--- config.mk ---
export PLATFORM = sky130hd
export DESIGN_NAME = nco_sweep_ctrl
export DESIGN_NICKNAME = d
export VERILOG_FILES = /design/src/rtl/nco_sweep_ctrl.sv
export SDC_FILE = /design/constraint.sdc
export NUM_CORES = 1
export LEC_CHECK = 0
export CORE_MARGIN = 1.5
export CORE_UTILIZATION = 25
export CTS_BUF_LIST = sky130_fd_sc_hd__clkbuf_16
export DETAILED_ROUTE_END_ITERATION = 7
export GPL_TIMING_DRIVEN = 0
export SLEW_MARGIN = 10
export SYNTH_ARGS = -nofsm -noshare
export SYNTH_HDL_FRONTEND = slang
export SYNTH_SLANG_ARGS = --single-unit
--- constraint.sdc ---
create_clock -name clk_i -period 3.75 [get_ports clk_i]
set_input_delay 0.75 -clock clk_i [delete_from_list [all_inputs] [get_ports clk_i]]
set_output_delay 0.75 -clock clk_i [all_outputs]
set_load 0.01 [all_outputs]
--- src/rtl/nco_sweep_ctrl.sv ---
// nco_sweep_ctrl
//   Frequency-sweep (chirp) controller feeding the CORDIC NCO. It steps the
//   phase increment linearly from f_start to f_stop and holds each frequency
//   for dwell+1 cycles. Sweeps run once (single) or repeat (continuous).
//
//   Build option:
//     NCO_SWEEP_TRIANGLE_EN - when defined, the sweep turns at f_stop and runs
//                             back to f_start (triangle). When undefined, the
//                             sweep is a sawtooth that jumps back to f_start.
//
//   Ports:
//     clk_i        clock
//     rst_i        asynchronous, active-high reset
//     start_i      start pulse, sampled only while idle
//     stop_i       abort; takes priority over start_i
//     cont_i       1 = continuous, 0 = single sweep (latched at start)
//     f_start_i    start phase increment (latched at start)
//     f_stop_i     stop phase increment (latched at start)
//     f_step_i     unsigned step magnitude (latched at start)
//     dwell_i      extra cycles per frequency (latched at start)
//     phase_inc_o  phase increment to NCO
//     val_o        NCO valid/advance strobe
//     busy_o       sweep in progress
//     done_o       one-cycle pulse at the natural end of a single sweep
module nco_sweep_ctrl #(
  parameter int P_INC_W = 16,
  parameter int DWELL_W = 16
) (
  input  logic               clk_i,
  input  logic               rst_i,
  input  logic               start_i,
  input  logic               stop_i,
  input  logic               cont_i,
  input  logic [P_INC_W-1:0] f_start_i,
  input  logic [P_INC_W-1:0] f_stop_i,
  input  logic [P_INC_W-1:0] f_step_i,
  input  logic [DWELL_W-1:0] dwell_i,
  output logic [P_INC_W-1:0] phase_inc_o,
  output logic               val_o,
  output logic               busy_o,
  output logic               done_o
);

  typedef enum logic {S_IDLE, S_RUN} state_t;

  state_t             r_state;
  logic               r_arm;       // config latched, first frequency due next edge
  logic               r_cont;
  logic               r_dir_up;
  logic [P_INC_W-1:0] r_f_start;
  logic [P_INC_W-1:0] r_f_stop;
  logic [P_INC_W-1:0] r_f_step;
  logic [DWELL_W-1:0] r_dwell;
  logic [DWELL_W-1:0] r_dwell_cnt;
  logic [P_INC_W-1:0] r_phase_inc;
  logic               r_val;
  logic               r_busy;
  logic               r_done;

  logic               w_end;       // sweep end reached at this dwell expiry
  logic [P_INC_W-1:0] w_nxt;       // next frequency when not ending
  logic [P_INC_W-1:0] w_wrap;      // frequency to restart at in continuous mode

  // One saturating step from cur toward tgt; differences are unsigned so the
  // target is never overshot and the word never wraps.
  function automatic logic [P_INC_W-1:0] f_step_to(
    input logic [P_INC_W-1:0] cur,
    input logic [P_INC_W-1:0] tgt,
    input logic [P_INC_W-1:0] stp,
    input logic               up
  );
    logic [P_INC_W-1:0] d;
    d = up ? (tgt - cur) : (cur - tgt);
    if (d < stp) return tgt;
    return up ? (cur + stp) : (cur - stp);
  endfunction

`ifdef NCO_SWEEP_TRIANGLE_EN
  logic               r_leg;       // 0: heading to f_stop, 1: heading back to f_start
  logic               w_leg_nxt;

  always_comb begin
    w_end     = 1'b0;
    w_leg_nxt = r_leg;
    w_wrap    = r_f_start;
    w_nxt     = f_step_to(r_phase_inc, r_leg ? r_f_start : r_f_stop, r_f_step,
                          r_dir_up ^ r_leg);
    if (r_f_step == '0 || r_f_start == r_f_stop) begin
      // Nothing to sweep: a single dwell period at f_start.
      w_end = 1'b1;
    end else if (!r_leg && r_phase_inc == r_f_stop) begin
      // Turn at f_stop without repeating it.
      w_leg_nxt = 1'b1;
      w_nxt     = f_step_to(r_phase_inc, r_f_start, r_f_step, ~r_dir_up);
    end else if (r_leg && r_phase_inc == r_f_start) begin
      // Back at f_start: end, or turn again (continuous) without repeating it.
      w_end     = 1'b1;
      w_leg_nxt = 1'b0;
      w_wrap    = f_step_to(r_phase_inc, r_f_stop, r_f_step, r_dir_up);
    end
  end
`else
  always_comb begin
    w_wrap = r_f_start;
    w_nxt  = f_step_to(r_phase_inc, r_f_stop, r_f_step, r_dir_up);
    // A zero step can never reach f_stop, so it behaves as a single frequency.
    w_end  = (r_phase_inc == r_f_stop) || (r_f_step == '0);
  end
`endif

  always_ff @(posedge clk_i or posedge rst_i) begin
    if (rst_i) begin
      r_state     <= S_IDLE;
      r_arm       <= 1'b0;
      r_cont      <= 1'b0;
      r_dir_up    <= 1'b0;
      r_f_start   <= '0;
      r_f_stop    <= '0;
      r_f_step    <= '0;
      r_dwell     <= '0;
      r_dwell_cnt <= '0;
      r_phase_inc <= '0;
      r_val       <= 1'b0;
      r_busy      <= 1'b0;
      r_done      <= 1'b0;
`ifdef NCO_SWEEP_TRIANGLE_EN
      r_leg       <= 1'b0;
`endif
    end else begin
      r_done <= 1'b0;
      case (r_state)
        S_IDLE: begin
          if (r_arm) begin
            r_arm <= 1'b0;
            if (!stop_i) begin
              r_state     <= S_RUN;
              r_phase_inc <= r_f_start;
              r_dwell_cnt <= r_dwell;
              r_val       <= 1'b1;
              r_busy      <= 1'b1;
            end
          end else if (start_i && !stop_i) begin
            r_arm     <= 1'b1;
            r_cont    <= cont_i;
            r_f_start <= f_start_i;
            r_f_stop  <= f_stop_i;
            r_f_step  <= f_step_i;
            r_dwell   <= dwell_i;
            r_dir_up  <= (f_stop_i >= f_start_i);
`ifdef NCO_SWEEP_TRIANGLE_EN
            r_leg     <= 1'b0;
`endif
          end
        end
        S_RUN: begin
          if (stop_i) begin
            r_state <= S_IDLE;
            r_val   <= 1'b0;
            r_busy  <= 1'b0;
          end else if (r_dwell_cnt != '0) begin
            r_dwell_cnt <= r_dwell_cnt - 1'b1;
          end else begin
            r_dwell_cnt <= r_dwell;
            if (!w_end) begin
              r_phase_inc <= w_nxt;
`ifdef NCO_SWEEP_TRIANGLE_EN
              r_leg       <= w_leg_nxt;
`endif
            end else if (r_cont) begin
              r_phase_inc <= w_wrap;
`ifdef NCO_SWEEP_TRIANGLE_EN
              r_leg       <= w_leg_nxt;
`endif
            end else begin
              r_state <= S_IDLE;
              r_val   <= 1'b0;
              r_busy  <= 1'b0;
              r_done  <= 1'b1;
            end
          end
        end
        default: r_state <= S_IDLE;
      endcase
    end
  end

  assign phase_inc_o = r_phase_inc;
  assign val_o       = r_val;
  assign busy_o      = r_busy;
  assign done_o      = r_done;

endmodule

**Yosys cells after proc, flatten, opt, wreduce, memory -nomap -nowiden**

Cells that the tools add are included.

- Logic and storage cells: 77
- Register bits after elaboration: 102
- Input port bits: 69
- Output and inout bits: 19

- $lt $le $gt $ge: 2
- Reduce and logical (&&, ||, !) cells: 9
- Multiplexer cells: 38
- Equal/unequal tests: 9
- $add $sub $neg: 5
- Bitwise logic cells: 2

Operators with widths:

| kind | count |
|---|---|
| $mux W16 | 14 |
| $pmux W16 S2 | 2 |
| $sub A16 B16 Y16 | 3 |
| $mux W1 | 20 |
| $add A16 B16 Y16 | 1 |
| $eq A16 B16 Y1 | 1 |
| $ge A16 B16 Y1 | 1 |
| $logic_not A16 Y1 | 1 |
| $lt A16 B16 Y1 | 1 |
| $reduce_bool A16 Y1 | 1 |
| $sub A16 B1 Y16 const B | 1 |
| $reduce_and A5 Y1 | 2 |
| $ne A3 B3 Y1 const B | 3 |
| $ne A2 B2 Y1 const B | 4 |
| $reduce_and A3 Y1 | 2 |
| $pmux W1 S2 | 2 |
| $ne A3 B2 Y1 const B | 1 |
| $not A1 Y1 | 2 |
| $logic_and A1 B1 Y1 | 1 |
| $logic_not A1 Y1 | 1 |
| $logic_or A1 B1 Y1 | 1 |

**Logic depth before layout (Yosys ltp)**

- Depth in word-level cells: 9
- Depth in mapped cells: 20
- Mapped depth without buffers: 19

**Worst setup path before layout**

OpenSTA, ideal clock, no wires.

- Path type: register -> register
- Start: reg r_phase_inc[1] (netlist: phase_inc_o[1])
- End: reg r_phase_inc[2] (netlist: phase_inc_o[2])
- Stages on the path, launching flop included: 19
- Data required time: 3.619 ns
- Arrival: 3.667 ns
- Clock period less this slack: 3.798 ns
- Buffers on the path: 1
- Library setup time: 0.131 ns
- Slack: -0.048 ns
- Cells stage by stage: dfrtp_1 inv_1 fa_1 a21o_1 a21oi_1 o21ai_0 a31oi_1 a22o_1 o221ai_1 xor2_1 ha_1 nand3_1 o221ai_1 a211oi_1 o21ai_0 o21ai_0 buf_1 mux2i_1 o211ai_1

- Cells in the longest elaborated chain, start to end: 9
- Elaborated cells on any way between the ends: 17
- Those cells by class: 4 x add/sub; 1 x order compare; 2 x eq/ne; 8 x mux; 2 x reduce/logical

RTL lines:

| element | line | RTL |
|---|---|---|
| start: declaration | 55 | `logic [P_INC_W-1:0] r_phase_inc;` |
| start signal: assignment | 137 | `r_phase_inc <= r_f_start;` |
| start signal: assignment | 165 | `r_phase_inc <= w_nxt;` |
| start signal: assignment | 170 | `r_phase_inc <= w_wrap;` |
| $sub A16 B16 Y16 | 73 | `d = up ? (tgt - cur) : (cur - tgt);` |
| $mux W16 | 73 |  |
| $lt A16 B16 Y1 | 74 | `if (d < stp) return tgt;` |
| $mux W1 | 74 |  |
| $mux W16 | 75 | `return up ? (cur + stp) : (cur - stp);` |
| $mux W16 | 164 | `if (!w_end) begin` |
| $mux W16 | 160 | `end else if (r_dwell_cnt != '0) begin` |
| $mux W16 | 156 | `if (stop_i) begin` |
| $pmux W16 S2 | 131 | `case (r_state)` |

Parallel ways exist; a longest one is shown, timed or not. The select of a mux whose other input is x is not followed.
A chain may end at the register's enable or synchronous reset.

**Worst setup path after layout**

- Start: reg r_f_stop[0]
- End: reg r_phase_inc[7] (netlist: phase_inc_o[7])

- Cells in the longest elaborated chain, start to end: 9
- Elaborated cells on any way between the ends: 14
- Those cells by class: 2 x add/sub; 1 x order compare; 2 x eq/ne; 7 x mux; 2 x reduce/logical

RTL lines:

| element | line | RTL |
|---|---|---|
| start: declaration | 51 | `logic [P_INC_W-1:0] r_f_stop;` |
| start signal: assignment | 146 | `r_f_stop <= f_stop_i;` |
| $sub A16 B16 Y16 | 73 |  |
| $mux W16 | 73 |  |
| $lt A16 B16 Y1 | 74 |  |
| $mux W1 | 74 |  |
| $mux W16 | 75 |  |
| $mux W16 | 164 |  |
| $mux W16 | 160 |  |
| $mux W16 | 156 |  |
| $pmux W16 S2 | 131 |  |

Parallel ways exist; a longest one is shown, timed or not. The select of a mux whose other input is x is not followed.

==> impl_metrics.ini <==
[job]
cap_viol_max_count = 0

[pwr]
leakagePower_nw = 4.232
p_per_area_mw_per_mm2 = 927.4
total_power_mw = 8.886
max-vdd-ir-drop_mv = 0.3921

[sta]
post-route-period-util_pct = 102.4
worst_pin_slew_ps = 705.4
whs_ps = 486.7
fin_crit_ps = 3839
slew_violations = 0
worst_slack_ps = -88.54
finalClockSkew_ps = 10.17
fmax_mhz = 260.5
slew_headroom_pct = 52.97
hold_violations = 0
setup_viol = 15
rsz0062_at_grt = yes

[cells_and_area]
drive_gt1_share_pct = 14.14
utilization_pct = 32.24
nets = 1101
n_antenna_cell = 0
areaGrowthSynthToFinish_pct = 26.58

[global_routing]
antenna_found_initial = 1
grt_pass1_wl_um = 36390
overflow = 0
grt.total_usage_pct = 15.06
grt_pass1_vias = 6638
grt_max_degree = 58

[routing]
wl_met3_um = 1347
firstDrtPassIters = 5
top_layer = met5
drt_wl_total_um = 22660
wl_met2_um = 10590
wl_met1_um = 10190
vias_per_cell = 4.851
ant_nets = 0
wl_per_cell_um = 16.85
drtIter0Drc = 340
dr_total_vias = 6525
drc = 0

[synth]
synth_nets = 991
yosysUniqueCellTypes = 66
synth_ff_type = dfrtp_1
synth_top_family_by_area = compound AO/OA/AOI/OAI gates
ys_ff_latch = 102
synthMuxAreaShare_pct = 7.289
synth-edff-count = 0
synth_cells = 840
postSynthAreaPerCell_um2 = 9.012
yosys_warnings = 0
synthXorXnorAreaFrac_pct = 5.207
synthAdderAreaFrac_pct = 13.85
synthSimpleGateAreaFrac_pct = 13.37
synthArstFlopShare_pct = 100.0
synth_compound_area_share_pct = 20.41
syn_area_mm2 = 0.007570
ys_seq_area_share_pct = 33.72

[die]
dieArea_mm2 = 0.03133
ios = 88
die_x_um = 177.0
start_util_pct = 25.47
fp.coreArea_mm2 = 0.02972
die_h_um = 177.0
rows = 63

[worst_setup_path]
start_kind = flop
cp.required_ps = 3990
worstPathMaxFanout = 5
path_class = flop to flop
critPathCaptureType = flop
rrSetupSlack_ps = -90
cp.arrival_ps = 4080

[place]
place.gp.congestion = 0.8858
hpwlAfterDp_um = 18020
portBuffers = 87

[run_status]
outcome = finished with violations
violations = setup timing

[cts]
cts_hold_buf = 0
clk_path_buf_depth = 2
cts_tree = built
numCtsBuffers = 9
worstSkewPairLatency_ps = 360
htree_levels = 3
clockRootBuffer = clkbuf_16
clkTransAtPathRegs_ps = 80
clock-sinks = 102

[hold_path]
worstHoldPathType = flop to flop
==> sequential cells by signal, summed over array words and instances, names as in the netlist <==
signal	count
busy_o	1
done_o	1
phase_inc_o	16
r_arm	1
r_cont	1
r_dir_up	1
r_dwell	16
r_dwell_cnt	16
r_f_start	16
r_f_step	16
r_f_stop	16
r_state	1
==> cell type report <==
type / instances / area (um2)
clock inverters: 7 / 76.32
inverters: 81 / 309.0
flip-flops and latches: 102 / 2559
plain buffers: 36 / 181.4
fillers: 3056 / 20140
multi-input cells: 621 / 4740
clock buffers: 9 / 225.2
repair buffers: 99 / 1003
well taps: 390 / 488.0
==> where the power goes <==
group          switching [mW]  internal [mW]
combinational            3.22           2.87
clock                   0.488          0.472
sequential              0.391           1.45
==> critical path: stages, from the launching register on <==
cell and delay [ps]:
dfrtp_1 410, inv_2 80, ha_4 130, inv_2 30, fa_2 330, a21o_1 170, a21oi_2 160, o21ai_1 80
a31oi_1 190, a22o_1 210, o221ai_2 110, xor2_1 190, ha_2 330, nand3_4 100, o22ai_1 90, o31ai_1 260
o21ai_1 110, o21ai_2 140, clkbuf_8 230, buf_6 90, mux2i_1 170, o211ai_1 90
==> synthesized netlist by cell type, drive strengths merged, types with 4 or more instances <==
cell type | count | area [um2]
dfrtp | 102 | 2552
o21ai | 82 | 414.2
inv | 81 | 304.0
ha | 79 | 988.5
nand2 | 69 | 266.5
a21oi | 44 | 231.5
mux2 | 41 | 461.7
nor2 | 40 | 150.1
a21o | 35 | 262.8
xnor2 | 34 | 297.8
clkbuf | 29 | 113.9
nand3 | 21 | 105.1
nor3 | 19 | 95.09
a211oi | 14 | 105.1
xor2 | 11 | 96.34
a31oi | 10 | 62.56
o22ai | 10 | 62.56
mux2i | 9 | 90.09
nor4 | 9 | 83.83
a22oi | 8 | 60.06
and2 | 7 | 46.30
buf | 7 | 47.55
o211ai | 7 | 52.55
and3 | 6 | 37.54
nor2b | 6 | 37.54
nand4 | 5 | 37.53
a32oi | 4 | 42.55
a41oi | 4 | 35.03
nand2b | 4 | 25.02
==> final timing paths <==
path | startpoint | end | cells past startpoint
min reg2reg | r_dwell[10] | r_dwell_cnt[10] | 2
max reg2reg | r_f_stop[0] | phase_inc_o[7] | 21
min in group asynchronous | rst_i | r_dwell[12] | 2
max | r_f_stop[0] | phase_inc_o[7] | 21
max in group asynchronous | rst_i | phase_inc_o[0] | 3
min | r_dwell[10] | r_dwell_cnt[10] | 2
==> cell usage in the layout, fill, tap and decap left out, types with 7 or more instances in the layout <==
master           instances
a211oi_1                 9
a21o_1                  35
a21oi_1                 39
a22oi_1                  8
a31oi_1                 10
buf_4                    9
clkbuf_1                23
clkbuf_16                9
clkdlybuf4s50_1         87
dfrtp_1                 97
ha_1                    75
inv_1                   78
mux2_2                  37
mux2i_1                  8
nand2_1                 68
nand3_1                 18
nor2_1                  40
nor3_1                  18
o211ai_1                 7
o21ai_0                 72
o21ai_1                  8
xnor2_1                 34
xor2_1                  11
==> per-layer routing <==
| metal | up-vias | global-route usage, % |
|---|---|---|
| met5 | - | 0 |
| met4 | 2 | 4.343 |
| met3 | 27 | 3.759 |
| met2 | 162 | 24.93 |
| met1 | 3123 | 19.28 |
| li1 | 3211 | - |
==> cells by family after synthesis <==
kind of cell,Yosys count
compound gates,243
fa+ha+maj,82
buf+inv,117
mux,50
simple gates,201
flops,102
xor+xnor,45
==> metrics by stage <==
stage | cells | worst slack [ps] | setup TNS [ps] | cell area (um2)
2_1_floorplan | 840 | 15.32 | 0 | 7572
3_3_place_gp | 1317 | -1787 | -155780 | 8931
3_5_place_dp | 1318 | -675.3 | -9731 | 8964
4_1_cts | 1345 | -165.8 | -1539 | 9500
5_1_grt | 1345 | -301.5 | -4140 | 9582
6_report | 1345 | -88.54 | -785.3 | 9582
==> repair_timing <==
item,4_1_cts,5_1_grt
endpoints found under the setup margin,16,16
pin swaps,16,11
cloned,1,0
resized for setup,43,22
buffers inserted,10,0
Power figures use the tool's default switching activity.
